<file path="config.mk">
export PLATFORM = sky130hd
export DESIGN_NAME = mult_unit_flat
export DESIGN_NICKNAME = d
export VERILOG_FILES = /design/src/rtl/mult_unit_if.sv /design/src/rtl/mult_unit.sv /design/src/flat_wrapper.sv
export SDC_FILE = /design/constraint.sdc
export NUM_CORES = 1
export LEC_CHECK = 0
export ABC_AREA = 1
export CAP_MARGIN = 20
export CORE_ASPECT_RATIO = 1.25
export CORE_MARGIN = 2
export CORE_UTILIZATION = 61
export CTS_CLUSTER_DIAMETER = 50
export DETAILED_ROUTE_END_ITERATION = 8
export PLACE_DENSITY = 0.8
export SLEW_MARGIN = 20
export SYNTH_ARGS = -nofsm -noshare
export SYNTH_HDL_FRONTEND = slang
export SYNTH_SLANG_ARGS = --single-unit
</file>
<file path="constraint.sdc">
create_clock -name clk -period 2.4 [get_ports clk]
set_input_delay 0.48 -clock clk [delete_from_list [all_inputs] [get_ports clk]]
set_output_delay 0.48 -clock clk [all_outputs]
set_load 0.1 [all_outputs]
</file>
<file path="src/rtl/mult_unit_if.sv">
`default_nettype none
// ============================================================================
// Module      : mult_unit_if
// Description : Request/result bundle between the EX stage and mult_unit.
// Revision    : 1.0 - initial release
// ============================================================================
interface mult_unit_if #(
  parameter int WIDTH     = 32,
  parameter int OPT_WIDTH = 7
);
  logic                 start;
  logic [OPT_WIDTH-1:0] opt;
  logic [WIDTH-1:0]     opr1;
  logic [WIDTH-1:0]     opr2;
  logic                 flush;
  logic                 busy;
  logic                 done;
  logic [WIDTH-1:0]     hi;
  logic [WIDTH-1:0]     lo;
  logic                 illegal_opt;

  modport master (
    output start, opt, opr1, opr2, flush,
    input  busy, done, hi, lo, illegal_opt
  );

  modport slave (
    input  start, opt, opr1, opr2, flush,
    output busy, done, hi, lo, illegal_opt
  );
endinterface
`default_nettype wire

</file>
<file path="src/rtl/mult_unit.sv">
`default_nettype none
// ============================================================================
// Module      : mult_unit
// Description : Multi-cycle signed multiplier (radix-2 shift-add on operand
//               magnitudes plus a one-cycle sign fix) producing HI/LO.
//               Optional macro MULT_EARLY_TERM_EN ends the shift-add loop as
//               soon as the remaining multiplier bits are all zero.
// Revision    : 1.0 - initial release
// ============================================================================
module mult_unit #(
  parameter int WIDTH     = 32,
  parameter int OPT_WIDTH = 7
) (
  input  logic        clk,
  input  logic        rst_n,
  mult_unit_if.slave  bus
);

  localparam int                   c_CNT_W    = (WIDTH > 1) ? $clog2(WIDTH) : 1;
  localparam logic [OPT_WIDTH-1:0] c_OPT_MULT = OPT_WIDTH'(7'h18);
  localparam logic [c_CNT_W-1:0]   c_CNT_LAST = c_CNT_W'(WIDTH - 1);
  localparam logic [c_CNT_W-1:0]   c_CNT_ONE  = c_CNT_W'(1);

  localparam logic [1:0] c_S_IDLE = 2'd0;
  localparam logic [1:0] c_S_CALC = 2'd1;
  localparam logic [1:0] c_S_SIGN = 2'd2;

  logic [1:0]         r_state;
  logic [1:0]         w_state_nxt;
  logic [2*WIDTH-1:0] r_mcand;
  logic [2*WIDTH-1:0] r_acc;
  logic [WIDTH-1:0]   r_mplier;
  logic [c_CNT_W-1:0] r_count;
  logic               r_neg;
  logic [WIDTH-1:0]   r_hi;
  logic [WIDTH-1:0]   r_lo;
  logic               r_busy;
  logic               r_done;
  logic               r_illegal;

  logic               w_is_mult;
  logic               w_accept;
  logic               w_calc_last;
  logic               w_busy_nxt;
  logic               w_done_nxt;
  logic               w_illegal_nxt;
  logic [WIDTH-1:0]   w_mag1;
  logic [WIDTH-1:0]   w_mag2;
  logic [WIDTH-1:0]   w_mplier_shr;
  logic [2*WIDTH-1:0] w_acc_sum;
  logic [2*WIDTH-1:0] w_signed_prod;

  // Magnitudes stay unsigned, so the most negative operand maps to itself.
  assign w_mag1        = bus.opr1[WIDTH-1] ? (-bus.opr1) : bus.opr1;
  assign w_mag2        = bus.opr2[WIDTH-1] ? (-bus.opr2) : bus.opr2;
  assign w_is_mult     = (bus.opt == c_OPT_MULT);
  assign w_accept      = (r_state == c_S_IDLE) && bus.start && !bus.flush && w_is_mult;
  assign w_mplier_shr  = r_mplier >> 1;
  assign w_acc_sum     = r_mplier[0] ? (r_acc + r_mcand) : r_acc;
  assign w_signed_prod = r_neg ? (-r_acc) : r_acc;

`ifdef MULT_EARLY_TERM_EN
  assign w_calc_last = (r_count == c_CNT_LAST) || (w_mplier_shr == '0);
`else
  assign w_calc_last = (r_count == c_CNT_LAST);
`endif

  always_ff @(posedge clk or negedge rst_n) begin
    if (!rst_n) begin
      r_state <= c_S_IDLE;
    end else begin
      r_state <= w_state_nxt;
    end
  end

  always_comb begin
    w_state_nxt = r_state;
    case (r_state)
      c_S_IDLE: if (w_accept) w_state_nxt = c_S_CALC;
      c_S_CALC: begin
        if (bus.flush)        w_state_nxt = c_S_IDLE;
        else if (w_calc_last) w_state_nxt = c_S_SIGN;
      end
      c_S_SIGN: w_state_nxt = c_S_IDLE;
      default:  w_state_nxt = c_S_IDLE;
    endcase
  end

  // Flush in IDLE drops the request entirely, including the illegal-opt flag.
  always_comb begin
    w_busy_nxt    = (w_state_nxt != c_S_IDLE);
    w_done_nxt    = (r_state == c_S_SIGN) && !bus.flush;
    w_illegal_nxt = (r_state == c_S_IDLE) && bus.start && !bus.flush && !w_is_mult;
  end

  always_ff @(posedge clk or negedge rst_n) begin
    if (!rst_n) begin
      r_mcand   <= '0;
      r_acc     <= '0;
      r_mplier  <= '0;
      r_count   <= '0;
      r_neg     <= 1'b0;
      r_hi      <= '0;
      r_lo      <= '0;
      r_busy    <= 1'b0;
      r_done    <= 1'b0;
      r_illegal <= 1'b0;
    end else begin
      r_busy    <= w_busy_nxt;
      r_done    <= w_done_nxt;
      r_illegal <= w_illegal_nxt;
      if (w_accept) begin
        r_mcand  <= {{WIDTH{1'b0}}, w_mag1};
        r_mplier <= w_mag2;
        r_neg    <= bus.opr1[WIDTH-1] ^ bus.opr2[WIDTH-1];
        r_acc    <= '0;
        r_count  <= '0;
      end else if (r_state == c_S_CALC) begin
        r_acc    <= w_acc_sum;
        r_mcand  <= r_mcand << 1;
        r_mplier <= w_mplier_shr;
        r_count  <= r_count + c_CNT_ONE;
      end
      if (w_done_nxt) begin
        r_hi <= w_signed_prod[2*WIDTH-1:WIDTH];
        r_lo <= w_signed_prod[WIDTH-1:0];
      end
    end
  end

  assign bus.busy        = r_busy;
  assign bus.done        = r_done;
  assign bus.hi          = r_hi;
  assign bus.lo          = r_lo;
  assign bus.illegal_opt = r_illegal;

endmodule
`default_nettype wire

</file>
<file path="src/flat_wrapper.sv">
// flat-port wrapper written by rule: the top's interface ports become plain ports
module mult_unit_flat 
#(
  parameter int WIDTH     = 32,
  parameter int OPT_WIDTH = 7
)
  (clk, rst_n, bus_start, bus_opt, bus_opr1, bus_opr2, bus_flush, bus_busy, bus_done, bus_hi, bus_lo, bus_illegal_opt);
  mult_unit_if #(.WIDTH(WIDTH), .OPT_WIDTH(OPT_WIDTH)) bus_i ();
  input  logic clk;
  input  logic rst_n;
  input wire logic [$bits(bus_i.start)-1:0] bus_start;
  input wire logic [$bits(bus_i.opt)-1:0] bus_opt;
  input wire logic [$bits(bus_i.opr1)-1:0] bus_opr1;
  input wire logic [$bits(bus_i.opr2)-1:0] bus_opr2;
  input wire logic [$bits(bus_i.flush)-1:0] bus_flush;
  output wire logic [$bits(bus_i.busy)-1:0] bus_busy;
  output wire logic [$bits(bus_i.done)-1:0] bus_done;
  output wire logic [$bits(bus_i.hi)-1:0] bus_hi;
  output wire logic [$bits(bus_i.lo)-1:0] bus_lo;
  output wire logic [$bits(bus_i.illegal_opt)-1:0] bus_illegal_opt;
  assign bus_i.start = bus_start;
  assign bus_i.opt = bus_opt;
  assign bus_i.opr1 = bus_opr1;
  assign bus_i.opr2 = bus_opr2;
  assign bus_i.flush = bus_flush;
  assign bus_busy = bus_i.busy;
  assign bus_done = bus_i.done;
  assign bus_hi = bus_i.hi;
  assign bus_lo = bus_i.lo;
  assign bus_illegal_opt = bus_i.illegal_opt;
  mult_unit #(.WIDTH(WIDTH), .OPT_WIDTH(OPT_WIDTH)) u_core (.clk(clk), .rst_n(rst_n), .bus(bus_i));
endmodule
</file>
# After elaboration in Yosys (flattened, before gate mapping)
# Index checks and enable logic that the tools add are counted.
[word_totals]
elab_cells = 49
register_bits = 235
[classes]
n_bitwise = 1
muxes = 16
addsub = 5
eq_ne = 4
n_reduce_logical = 12
[op_table]
columns = ["op", "n"]
rows = [
  ["64-bit 2-to-1 mux", 6],
  ["32-bit 2-to-1 mux", 4],
  ["64-bit adder", 1],
  ["32-bit negation", 2],
  ["64-bit negation", 1],
  ["5-bit 2-to-1 mux", 2],
  ["7-bit by 5-bit == test with 1-bit output, second input constant", 1],
  ["2-bit 2-to-1 mux", 3],
  ["2-bit nonzero test", 3],
  ["5-bit by 1-bit adder with 5-bit output, second input constant", 1],
  ["5-bit == test, second input constant", 1],
  ["1-bit logical AND", 5],
  ["2-bit one-hot mux with 2 select lines", 1],
  ["2-bit by 1-bit == test with 1-bit output, second input constant", 1],
  ["2-bit == test, second input constant", 1],
  ["1-bit zero test", 2],
  ["2-bit zero test", 1],
  ["2-bit AND reduction", 1],
  ["1-bit XOR", 1],
]

# Longest topological paths before layout
# Gate-level depths: netlist of the first run.
[depth]
ltp_word = 7
mapped_depth = 15
depth_no_buf = 15

# Worst setup path after synthesis of the first run
# OpenSTA, ideal clock, no wires.
[synth_timing]
kind = "register to register"
start = "register u_core.r_acc[0]"
end = "register u_core.r_acc[28]"
period_less_slack_ns = 2.055
path_slack_ns = 0.345
path_stages_with_launch = 12
arrival_time_ns = 1.922
n_path_buf = 0
required_time_ns = 2.267
path_cell_list = "dfrtp_1 ha_1 fa_1 nand3_1 nand3_1 nand3_1 nand3_1 nand2_1 nand2_1 or2_2 nand3_1 o21ai_0"
[synth_via]
elab_chain_cells = 4
[synth_rtl]
columns = ["item", "line_no", "rtl"]
rows = [
  ["start, declared", "mult_unit.sv:31", "logic [2*WIDTH-1:0] r_acc;"],
  ["start signal, assigned", "mult_unit.sv:119", "r_acc <= w_acc_sum;"],
  ["64-bit adder", "mult_unit.sv:59", "assign w_acc_sum = r_mplier[0] ? (r_acc + r_mcand) : r_acc;"],
  ["64-bit 2-to-1 mux", "mult_unit.sv:59", ""],
  ["64-bit 2-to-1 mux", "mult_unit.sv:118", "end else if (r_state == c_S_CALC) begin"],
  ["64-bit 2-to-1 mux", "mult_unit.sv:112", "if (w_accept) begin"],
]
# No other way between the ends. The select of a mux whose other input is x is not followed.
# A chain may end at the register's enable or synchronous reset.

# Worst setup path in the final report of the first run
[layout_timing]
start = "register u_core.r_acc[7]"
end = "register u_core.r_acc[29]"
# The elaborated chain is that of the path after synthesis.

==> results_dict.tcl, run 1 <==
set metrics [dict create \
    status "complete, no violations" \
    antenna_found_initial 0 \
    drtIter0Drc 2108 \
    fin_area_sq_um 22600 \
    leakagePower_nw 12.3 \
    place.gp.congestion 1.06 \
    synth-edff-count 0 \
    cap_violations 0 \
    clock_latency_ns 0.57 \
    final_hold_viol_count 0 \
    yosysSeqAreaShare_pct 31.2 \
    fp.dieArea_sq_um 32300 \
    worst_hold_slack_ns 0.447 \
    clkSlewWorstSetupHoldPaths_ns 0.06 \
    dpl.hpwl_um 49900 \
    maxSlewViolCount 0 \
    synth-seq-cells 235 \
    path_buf_inv 2 \
    arrival_ns 2.74 \
    startpoint_type "register" \
    clock_path_buffers 3 \
    yosysMostFrequentCell "nand2_1" \
    worstPathRequired_ns 2.83 \
    drive_above_1_share_pct 10.2 \
    cts_buffers 28 \
    wirelength_um 63600 \
    ant_nets 0 \
    fp.dieH_um 200 \
    via_per_inst 5.62 \
    relSlewSlack_pct 57.3 \
    dpl.cell_count 3673 \
    portBuffers 141 \
    drc 0 \
    drt-pass1-iter-count 8 \
    stdcell_count 3727 \
    syn_area_sq_um 18800 \
    max_stage_delay_ns 0.41 \
    syn-instance-count 3082 \
    finClkSkew_ns 0.0134 \
    ys_warn_count 0 \
    wl_per_cell_um 17.1 \
    avgSynthCellArea_sq_um 6.11 \
    vias 20900 \
    start_util_pct 62.2 \
    path_cells "ha_1 -> buf_4 -> nand2_1 -> inv_1 -> nand2_1 -> nand2_1 -> a21oi_2 -> nand2_2 -> nand2_1 -> nand2_1 -> o21ai_0 -> o21ai_0" \
    tightest_slew_ns 0.634 \
    boundaryPins 142 \
    critical_path.top_delay_family "simple AND/OR/NAND/NOR gates" \
    synth_async_sr_flop_share_pct 100 \
    worst_path_max_delay_cell "dfrtp_1" \
    synth_common_cells "nand2_1 (1109), inv_1 (512), nor2_1 (292), dfrtp_1 (235), nand3_1 (207)" \
    grt_overflow 0 \
    endpoint_kind "register" \
    finalSetupViolCount 0 \
    crit_path_max_fanout 4 \
    timing_worst_setup_path_type "reg2reg" \
    grt_pass1_wl_um 101000 \
    cts_tree "yes" \
    die_w_um 161 \
    nNetsFinal 3449 \
    period_share_pct 96.0 \
    yosysUniqueCellTypes 44 \
    hp-class "in2async" \
    power_density_nw_per_um2 822 \
    max_freq_mhz 434 \
    grt_pass1_vias 20100 \
    synth_top_area_cell "dfrtp_1" \
    ys_top_cells_by_area "dfrtp_1 (31%), nand2_1 (22%), inv_1 (10%), nor2_1 (5.8%), nand3_1 (5.5%)" \
    grt_usage_pct 38.9 \
    fillers 2568 \
    cts_root_buf "clkbuf_16" \
    synth_top_area_share_pct 31.2 \
    cpMostUsedCell "nand2_1" \
    htree_levels 1 \
    synth_flop_cell "dfrtp_1" \
    place_area_sq_um 21400 \
    rsz0062_at_grt "yes" \
    min_period_ns 2.30 \
    synthesis.nets 3226 \
    fp-row-count 71 \
    peakVddDrop_mv 0.605 \
    num_antenna_cells 0 \
    cts.sinks 235 \
    grt_max_degree 67 \
    core_area_sq_um 30300 \
    syn2layout_area_growth_pct 19.9 \
]
[worst reg2reg max path, stage by stage, from the launching register on]
cell and delay [ns]:
dfrtp_1 0.41, ha_1 0.34, buf_4 0.16, nand2_1 0.14, inv_1 0.07, nand2_1 0.06, nand2_1 0.11, a21oi_2 0.16
nand2_2 0.10, nand2_1 0.08, nand2_1 0.15, o21ai_0 0.27, o21ai_0 0.14
[sequential cells by signal, summed over array words and instances, names as in the netlist]
name,count
u_core.r_acc,64
u_core.bus.lo,32
u_core.r_neg,1
u_core.bus.illegal_opt,1
u_core.r_state,2
u_core.bus.hi,32
u_core.r_count,5
u_core.bus.done,1
u_core.bus.busy,1
u_core.r_mplier,32
u_core.r_mcand,64
[per-stage QoR]
| step | worst slack, ns | power (mW) | TNS (ns) | utilization (%) |
|---|---|---|---|---|
| 4_1_cts | 0.0125 | 18.2 | 0 | 73.8 |
| 6_report | 0.0954 | 18.6 | 0 | 74.6 |
| 3_3_place_gp | 0.000962 | 13.4 | 0 | 70.5 |
| 2_1_floorplan | 0.345 | 10.6 | 0 | - |
| 5_1_grt | -0.0696 | 19.8 | -0.114 | 74.6 |
| 3_5_place_dp | -0.0458 | 13.6 | -0.0741 | 70.5 |
[final timing paths]
path                                   start                end  slack (ns)  cells past startpoint
setup / recovery             u_core.r_acc[7]   u_core.r_acc[29]         0.1                     12
hold / removal                         rst_n  u_core.bus.hi[28]        0.45                      2
setup reg to reg             u_core.r_acc[7]   u_core.r_acc[29]         0.1                     12
hold reg to reg            u_core.bus.hi[22]  u_core.bus.hi[22]        0.49                      2
min in group clk           u_core.bus.hi[22]  u_core.bus.hi[22]        0.49                      2
max in group asynchronous              rst_n   u_core.r_acc[20]        1.18                      3
[logic make-up (layout without fill, tap and decap cells)]
kind of cell,Yosys count,count (layout),synth area share [%]
flip-flops,235,235,31.2
AO/OA/AOI/OAI,375,375,10.8
XOR/XNOR,66,66,3.07
buffers and inverters,597,841,12.1
adder cells (fa/ha/maj),69,69,4.62
AND/OR/NAND/NOR,1740,1740,38.1
[routing by layer]
layer  vias to the layer above  global-route usage (%)  part of all wire (%)
li1                      10100                       -                     -
met1                      9508                    46.4                    38
met2                      1032                    65.8                    47
met3                       257                    4.73                   7.2
met4                         0                    26.0                   7.8
met5                         -                       0                     0
[cell type report]
class	instances	area [sq um]	share of cell area, %
flip-flops and latches	235	5880	26.0
multi-input cells	2250	10900	48.3
clock buffers	39	823	3.64
repair buffers	270	2360	10.4
inverters	520	1950	8.65
clock inverters	12	159	0.703
well taps	401	502	2.22
[where the power goes]
part	switching (mW)	internal [mW]
Clock	1.78	2.72
Sequential	0.572	4.57
Combinational	5.90	3.02
[what timing repair did]
action                                  CTS  global route
resized for setup                         1            57
pin swaps                                 0             5
buffers inserted                          0             2
hold endpoints to repair                 55             0
hold buffers                              1             0
endpoints found under the setup margin    1            49
[layout by cell type, fill, tap and decap left out, types with 16 or more instances in the layout]
cell type        synthesis  layout
clkdlybuf4s50_1          0      73
nor2_1                 292     282
buf_4                    4     184
nand2_1               1109    1101
o21ai_1                 25      28
a21oi_1                104     103
nand4_1                 56      56
nand3_1                207     194
o22ai_1                 41      41
nor2_2                   7      16
ha_1                    68      59
clkbuf_16                0      29
o21ai_0                162     159
dfrtp_1                235     234
nor3_1                  30      28
xor2_1                  54      53
inv_1                  512     509
No activity file was read; power rests on OpenSTA's default activity.
==> run 2: changes to the inputs <==
Settings changed: CORE_MARGIN 2 to 4, SLEW_MARGIN 20 to not set.
==> results_dict.tcl, run 2 (same netlist as run 1, synthesis figures left out) <==
set metrics [dict create \
    status "complete, no violations" \
    switching_share_pct 45.3 \
    arrival_ns 2.82 \
    timing_worst_setup_path_type "reg2reg" \
    startpoint_type "register" \
    worst_hold_slack_ns 0.448 \
    maxSlewViolCount 0 \
    fp.dieH_um 204 \
    dpl.cell_count 3661 \
    clkSlewWorstSetupHoldPaths_ns 0.06 \
    combPwrFrac_pct 47.8 \
    cpMostUsedCell "nand2_1" \
    place_area_sq_um 21300 \
    cts_root_buf "clkbuf_16" \
    boundaryPins 142 \
    die_w_um 165 \
    drive_above_1_share_pct 10.1 \
    dpl.hpwl_um 50500 \
    cts_tree "yes" \
    final_cell_mix "nand2_1 (1097), inv_1 (511), nor2_1 (279), dfrtp_1 (233), nand3_1 (197)" \
    fp-row-count 71 \
    clock_path_buffers 3 \
    num_antenna_cells 0 \
    max_stage_delay_ns 0.46 \
    portBuffers 141 \
    seq_power_share_pct 27.8 \
    fp.dieArea_sq_um 33800 \
    drtIter0Drc 1950 \
    hp-class "in2async" \
    drt-pass1-iter-count 6 \
    vias 21000 \
    antenna_found_initial 0 \
    finalSetupViolCount 0 \
    grt_pass1_vias 20100 \
    grt_max_degree 60 \
    peakVddDrop_mv 0.690 \
    tightest_slew_ns 0.786 \
    final_hold_viol_count 0 \
    grt_pass1_wl_um 101000 \
    finClkSkew_ns 0.0177 \
    fin_area_sq_um 22500 \
    endpoint_kind "register" \
    worst_path_max_delay_cell "dfrtp_1" \
    power.total_mw 18.6 \
    leakagePower_nw 12.2 \
    nNetsFinal 3438 \
    ant_nets 0 \
    syn2layout_area_growth_pct 19.5 \
    fillers 2580 \
    stdcell_count 3718 \
    via_per_inst 5.64 \
    place.gp.congestion 1.05 \
    wirelength_um 63800 \
    clock_latency_ns 0.58 \
    intPower_mw 10.2 \
    p_clk_share_pct 24.4 \
    core_area_sq_um 30300 \
    crit_path_max_fanout 5 \
    cts.sinks 235 \
    period_share_pct 97.8 \
    relSlewSlack_pct 47.5 \
    grt_usage_pct 37.4 \
    min_period_ns 2.35 \
    ff_latch_area_sq_um 5880 \
    finalSetupTns_ns 0 \
    path_cells "ha_1 -> nand2_1 -> nor2_1 -> inv_1 -> nor3_1 -> buf_4 -> nand2_1 -> nor3_1 -> nand2_1 -> nand2_1 -> nand2_1 -> nand3_1 -> nand2_1" \
    path_buf_inv 2 \
    cts_buffers 29 \
    drc 0 \
    worstPathRequired_ns 2.87 \
    wl_per_cell_um 17.2 \
    critical_path.top_delay_family "simple AND/OR/NAND/NOR gates" \
    multi_input_area_sq_um 10900 \
    max_freq_mhz 426 \
    grt_overflow 0 \
    p_sw_mw 8.43 \
    htree_levels 1 \
    top_regs "u_core.r_acc x64, u_core.r_mcand x64" \
    power_density_nw_per_um2 825 \
    start_util_pct 62.2 \
    cap_violations 0 \
    worst-r2r-setup-slack_ns 0.05 \
    final_common_cell "nand2_1" \
]
[run 2: cell types whose count changed in the layout (fill, tap and decap cells not counted), moves of 3 or more]
cell and change:
nand3_1 +3, nor2_2 +3, nand2_1 -4, inv_6 +5, nor2_1 -3, buf_4 -13, nand3_4 -3, nand2_2 +3
[run 2: layout make-up]
cell class	instances	area share [%]
timing repair buffer	258	10.1
tap	401	2.23
clock buffer	38	3.59
clock inverter	16	0.767
inverter	520	8.67
sequential	235	26.1
multi-input combinational	2250	48.5
[run 2: through the flow]
| stage | utilization, % | setup slack [ns] |
|---|---|---|
| final | 74.3 | 0.0539 |
| after floorplan | - | 0.345 |
| after global placement | 70.2 | 0.00676 |
| after detailed placement | 70.2 | -0.0877 |
| after CTS | 73.6 | 0.000193 |
| after global routing | 74.3 | -0.0223 |
[run 2: routing by layer]
metal	global-route usage, %	up-vias	part of all wire, %
li1	-	10100	-
met1	44.9	9525	37
met2	62.3	1026	46
met3	4.49	305	8.2
met4	25.5	0	8.7
met5	0	-	0
[run 2: final timing paths]
| check | start | end | depth (start not counted) |
|---|---|---|---|
| max in group asynchronous | rst_n | u_core.r_neg | 3 |
| worst min register to register | u_core.bus.hi[19] | u_core.bus.hi[19] | 2 |
| worst max register to register | u_core.r_acc[32] | u_core.r_acc[60] | 13 |
| worst min-delay path | rst_n | u_core.bus.hi[30] | 2 |
| min in group clk | u_core.bus.hi[19] | u_core.bus.hi[19] | 2 |
| worst max-delay path | u_core.r_acc[32] | u_core.r_acc[60] | 13 |
[run 2: worst register-to-register path: cells and delay by family (launching register included)]
family	cells	cell delay, ns
adder cells (fa/ha/maj)	1	0.40
AND/OR/NAND/NOR	10	1.16
buffers and inverters	2	0.23
flip-flops	1	0.46
[run 2: power by group through the flow]
stage          clock network [mW]  registers (mW)  logic (mW)
6_report                     4.54            5.16        8.89
5_1_grt                      4.73            5.20        9.78
4_1_cts                      4.56            5.11        8.45
3_5_place_dp                    0            5.17        8.36
3_3_place_gp                    0            5.15        8.14
2_1_floorplan                   0            5.34        5.26
[run 2: repair_timing]
item                                   4_1_cts  5_1_grt
gates resized for setup                      5       52
pin swaps                                    0        5
setup endpoints to repair                    7       54
buffers inserted                             0        2
endpoints found under the hold margin       53        0
hold buffers                                 1        0
